## config.mk

```make
export PLATFORM = sky130hd
export DESIGN_NAME = conv_maxpool2x2
export DESIGN_NICKNAME = d
export VERILOG_FILES = /design/src/rtl/conv_maxpool2x2_pkg.sv /design/src/rtl/conv_maxpool2x2_pool_line_buffer.sv /design/src/rtl/conv_maxpool2x2.sv
export SDC_FILE = /design/constraint.sdc
export NUM_CORES = 1
export LEC_CHECK = 0
export BUFFER_PORTS_ARGS = -buffer_cell sky130_fd_sc_hd__buf_2
export CAP_MARGIN = 40
export CORE_ASPECT_RATIO = 1.25
export CORE_MARGIN = 2
export CORE_UTILIZATION = 45
export CTS_CLUSTER_DIAMETER = 150
export DETAILED_ROUTE_END_ITERATION = 8
export PLACE_DENSITY = 0.76
export SLEW_MARGIN = 40
export SYNTH_ARGS = -nofsm -noshare
export SYNTH_HDL_FRONTEND = slang
export SYNTH_HIERARCHICAL = 1
export SYNTH_SLANG_ARGS = --single-unit
```

## constraint.sdc

```tcl
create_clock -name clk -period 3.8 [get_ports clk]
set_input_delay 0.76 -clock clk [delete_from_list [all_inputs] [get_ports clk]]
set_output_delay 0.76 -clock clk [all_outputs]
set_load 0.02 [all_outputs]
```

## src/rtl/conv_maxpool2x2_pkg.sv

```systemverilog
// conv_maxpool2x2_pkg: shared state encoding, counter sizing and default frame geometry
package conv_maxpool2x2_pkg;

    localparam int DEF_DATA_W = 8;
    localparam int DEF_ROW_W  = 12;
    localparam int DEF_ROW_N  = 12;

    typedef enum logic [1:0] {
        S_IDLE,
        S_EVEN,
        S_ODD,
        S_DRAIN
    } pool_state_e;

    function automatic int cnt_w(input int n);
        return (n > 1) ? $clog2(n) : 1;
    endfunction

endpackage

```

## src/rtl/conv_maxpool2x2_pool_line_buffer.sv

```systemverilog
// pool_line_buffer: one row of horizontal pair maxima, synchronous write and combinational read
module pool_line_buffer
    import conv_maxpool2x2_pkg::*;
#(
    parameter int DATA_W = DEF_DATA_W,
    parameter int DEPTH  = DEF_ROW_W / 2,
    parameter int AW     = cnt_w(DEPTH)
) (
    input  logic              clk,
    input  logic              wr_en,
    input  logic [AW-1:0]     wr_addr,
    input  logic [DATA_W-1:0] wr_data,
    input  logic [AW-1:0]     rd_addr,
    output logic [DATA_W-1:0] rd_data
);

    logic [DATA_W-1:0] mem_q [DEPTH];

    always_ff @(posedge clk) begin
        if (wr_en) mem_q[wr_addr] <= wr_data;
    end

    assign rd_data = mem_q[rd_addr];

endmodule

```

## src/rtl/conv_maxpool2x2.sv

```systemverilog
// conv_maxpool2x2: streaming 2x2 stride-2 max-pool over a row-major pixel stream
module conv_maxpool2x2
    import conv_maxpool2x2_pkg::*;
#(
    parameter int DATA_W = DEF_DATA_W,
    parameter int ROW_W  = DEF_ROW_W,
    parameter int ROW_N  = DEF_ROW_N
) (
    input  logic              clk,
    input  logic              rst,
    input  logic              start,
    input  logic              in_valid,
    input  logic [DATA_W-1:0] in_data,
    output logic              in_ready,
    output logic              out_valid,
    output logic [DATA_W-1:0] out_data,
    input  logic              out_ready,
    output logic              done
);

    localparam int CW = cnt_w(ROW_W);
    localparam int RW = cnt_w(ROW_N);
    localparam int AW = cnt_w(ROW_W / 2);

    pool_state_e       state_q, state_d;
    logic [CW-1:0]     col_q, col_d;
    logic [RW-1:0]     row_q, row_d;
    logic [DATA_W-1:0] pair_q, pair_d;
    logic [DATA_W-1:0] out_data_q, out_data_d;
    logic              out_valid_q, out_valid_d;
    logic [DATA_W-1:0] lb_rd, pair_max, win_max;
    logic [AW-1:0]     lb_addr;
    logic              in_fire, out_fire, second, col_last, frame_last, lb_we, load;

    pool_line_buffer #(.DATA_W(DATA_W), .DEPTH(ROW_W / 2), .AW(AW)) u_line_buf (
        .clk     (clk),
        .wr_en   (lb_we),
        .wr_addr (lb_addr),
        .wr_data (pair_max),
        .rd_addr (lb_addr),
        .rd_data (lb_rd)
    );

    // odd rows stall input while the single output slot is blocked
    assign in_ready  = (state_q == S_EVEN) || (state_q == S_ODD && !(out_valid_q && !out_ready));
    assign out_valid = out_valid_q;
    assign out_data  = out_data_q;
    assign done      = (state_q == S_DRAIN) && out_fire;

    always_comb begin
        in_fire     = in_valid && in_ready;
        out_fire    = out_valid_q && out_ready;
        second      = col_q[0];
        col_last    = col_q == CW'(ROW_W - 1);
        frame_last  = col_last && (row_q == RW'(ROW_N - 1));
        lb_addr     = AW'(col_q >> 1);
        pair_max    = (in_data > pair_q) ? in_data : pair_q;
        win_max     = (lb_rd > pair_max) ? lb_rd : pair_max;
        lb_we       = in_fire && second && (state_q == S_EVEN);
        load        = in_fire && second && (state_q == S_ODD);
        pair_d      = (in_fire && !second) ? in_data : pair_q;
        out_data_d  = load ? win_max : out_data_q;
        out_valid_d = load || (out_valid_q && !out_ready);
        state_d     = state_q;
        col_d       = col_q;
        row_d       = row_q;
        if (state_q == S_IDLE && start) begin
            state_d = S_EVEN;
            col_d   = '0;
            row_d   = '0;
        end else if (in_fire) begin
            col_d = col_last ? '0 : col_q + 1'b1;
            if (col_last) begin
                row_d   = row_q + 1'b1;
                state_d = frame_last ? S_DRAIN : (state_q == S_EVEN) ? S_ODD : S_EVEN;
            end
        end else if (state_q == S_DRAIN && out_fire) begin
            state_d = S_IDLE;
        end
    end

    always_ff @(posedge clk) begin
        if (rst) begin
            state_q     <= S_IDLE;
            col_q       <= '0;
            row_q       <= '0;
            pair_q      <= '0;
            out_data_q  <= '0;
            out_valid_q <= 1'b0;
        end else begin
            state_q     <= state_d;
            col_q       <= col_d;
            row_q       <= row_d;
            pair_q      <= pair_d;
            out_data_q  <= out_data_d;
            out_valid_q <= out_valid_d;
        end
    end

endmodule

```

==> metrics <==
reg2reg path depth 15; Detail Route met2 WL 3695 um; reg2reg end out_data[7]; Antenna Nets Post-Route 0; Final Wtd Congestion 0.8061; total CTS buffers 9; Worst setup EP type flop; Worst path depth 15; CP endpoint out_data[7]; ant diodes 0; Slew Limit Fails 0; post-CTS setup buffer count 0; maximum buffer depth of the clock tree 2; pwr dens 429.8 nW/um2; most common cell after layout, fill and taps aside edfxtp_1; setup violators final 0; Std-Cell Rows 36; CP Data Required Time 4030 ps; layout cells sized above 1 0.1602; final core occ 0.5265; Cell Chain, Critical Path buf_2 -> ha_1 -> nand4_2 -> nor2_1 -> a211o_1 -> nand2_1 -> a21boi_0 -> ha_1 -> and4b_1 -> a211oi_1 -> o21ai_0 -> nand2_1 -> buf_4 -> o211a_1 -> o21ai_1; wire per inst 15.16 um; setup TNS 0 ps; status finished clean; 1st-iter DRT viols 185; Clock Latency Late Sink 350 ps; met3 routed WL 187 um; #FFs+latches synth 75; CTS tree done; clock transition at the registers of the reported paths 70 ps; Die H 105.3 um; register area share after synthesis 0.5364; worst clock skew 11.68 ps; initial antenna violation count 0; Ys Warns 6; Total Nets Final 388; Pre-antenna DRT Iters 4; # placed instances 441; max_cap viols 0; global-route wire length before repair 11770 um; I/O Buffers 23; Crit Path Max Fanout 8; clk sinks 75; headroom to the max-slew limit 0.4315; CP Launch Point in_data[7]; Vias 2454; reg2reg setup slack 490 ps; via density per instance 5.370; CORE AREA 7883 um2; CTS Hold Bufs 0; fmax 289.5 MHz; vias in the first global route 2571; Slowest cell on crit path ha_1; RSZ-0062 raised after global routing false; Worst Hold Slack 443.0 ps; worst reg2reg startpoint pair_q[7]; Worst-Margin Slew 849.7 ps; WS Path Type in2reg; Root Buffer clkbuf_8; die width 85.05 um; endpoints failing hold 0; DRC 0; Synth cell types 44; Final Critical Period 3454 ps; hpwl dp 5263 um; Synth-to-Final Area Change 12.33%; worst path bufs/invs 2; largest net degree at the start of global routing 19; Post-Syn Area 3695 um2; Leakage 0.001595 uW; initial core utilization 0.4687; Worst EP arrival 3680 ps; most frequent cells in the layout edfxtp_1, mux2i_1, dfxtp_1; I/O pin cnt 24; wire length on met1 2956 um; Syn Area/Cell 11.33 um2; Top Metal Used met4; min-delay worst type reg2reg; VDD IR max 0.3021 mV; Post-Syn Instances 326; CP delay by family, top compound AO/OA/AOI/OAI gates; GRT overflow 0; Finished Layout Cells 457; max incr delay on CP 330 ps; Total GRT Usage 0.1661; die area 8956 um2; Worst setup SP type primary input; Mapped Nets 357; Tcrit/Tclk final 0.9090; drt total wl 6926 um; H-tree levels 3; Post-CTS Resized 0
## report_power, final
part	total (uW)	switching (uW)	leakage, uW	internal (uW)
registers	885	5.57	0.000654	880
clock network	752	279	0.000126	473
logic	146	88.5	0.000815	58.0
total	1780	373	0.00160	1410
## cell usage after synthesis, drive strengths merged
cell type | number | area [um2]
nand3 | 13 | 65.06
a32o | 1 | 10.01
nor3 | 2 | 10.01
nand2 | 18 | 67.56
o211ai | 2 | 20.02
o211a | 7 | 70.07
nor2 | 26 | 105.1
buf | 8 | 82.58
and4b | 1 | 10.01
nand4 | 5 | 37.53
nor2b | 5 | 31.28
a21o | 1 | 7.510
and2 | 2 | 15.02
a21boi | 7 | 52.55
or3 | 3 | 18.77
a22o | 8 | 70.07
a21oi | 20 | 115.1
dfxtp | 27 | 540.5
o21a | 1 | 7.510
nor3b | 1 | 7.510
a31oi | 2 | 12.51
ha | 18 | 225.2
nand2b | 7 | 43.79
or2 | 2 | 12.51
xor2 | 1 | 8.760
clkbuf | 4 | 15.01
a211o | 1 | 8.760
xnor2 | 1 | 8.760
nand3b | 1 | 7.510
o21ai | 22 | 117.6
edfxtp | 48 | 1441
a211oi | 2 | 15.01
inv | 25 | 93.84
mux2i | 34 | 340.3
## worst register-to-register path, stage by stage, from the launching register on
cell	delay, ps
dfxtp_1	350
inv_1	50
ha_1	320
nand4_2	170
nor2_1	150
a211o_1	220
nand2_1	190
a21boi_0	320
ha_1	310
and4b_1	200
a211oi_1	230
o21ai_0	130
nand2_1	160
buf_4	180
o211a_1	140
o21ai_1	60
## per-stage QoR
| step | total power [uW] | setup slack [ps] | cell area (um2) |
|---|---|---|---|
| global placement | 1043 | 103.8 | 3899 |
| floorplan | 1005 | 193.9 | 3695 |
| CTS | 1803 | 358.7 | 4150 |
| detailed placement | 1050 | 6.896 | 3899 |
| global route | 1852 | 43.09 | 4150 |
| finish | 1784 | 346.0 | 4150 |
## cell families after synthesis
logic type,Yosys count,share of synthesized area
AO/OA/AOI/OAI,74,0.1372
flip-flops,75,0.5364
XOR/XNOR,2,0.004742
buffers and inverters,37,0.05181
AND/OR/NAND/NOR,86,0.1168
adder cells (fa/ha/maj),18,0.06096
multiplexers,34,0.09211
## metal layers
metal  global-route usage  up-vias
met2               0.2913       39
met5                    0        -
met4              0.06576        0
li1                     -     1250
met3              0.03837        7
met1               0.1939     1158
## state kept, by name (all words and copies together), names as in the netlist
name	cells
u_line_buf/mem_q	48
out_data	8
pair_q	8
col_q	4
row_q	4
state_q	2
out_valid	1
## worst min-delay path by stage
stage           startpoint           to  cells past startpoint
6_report       out_data[3]  out_data[3]                      2
5_1_grt        out_data[7]  out_data[7]                      2
2_1_floorplan     row_q[3]     row_q[3]                      2
3_3_place_gp   out_data[3]  out_data[3]                      2
4_1_cts        out_data[3]  out_data[3]                      2
3_5_place_dp   out_data[3]  out_data[3]                      2
## layout make-up
cell class                 instances  area (um2)
fill                             692        3732
clock buffer                      11       152.6
tap                               95       118.9
clock inverter                     5       98.84
timing repair buffer              32       182.7
sequential                        75        1982
multi-input combinational        214        1521
inverter                          25       93.84
(Power assumes the default switching activity.)
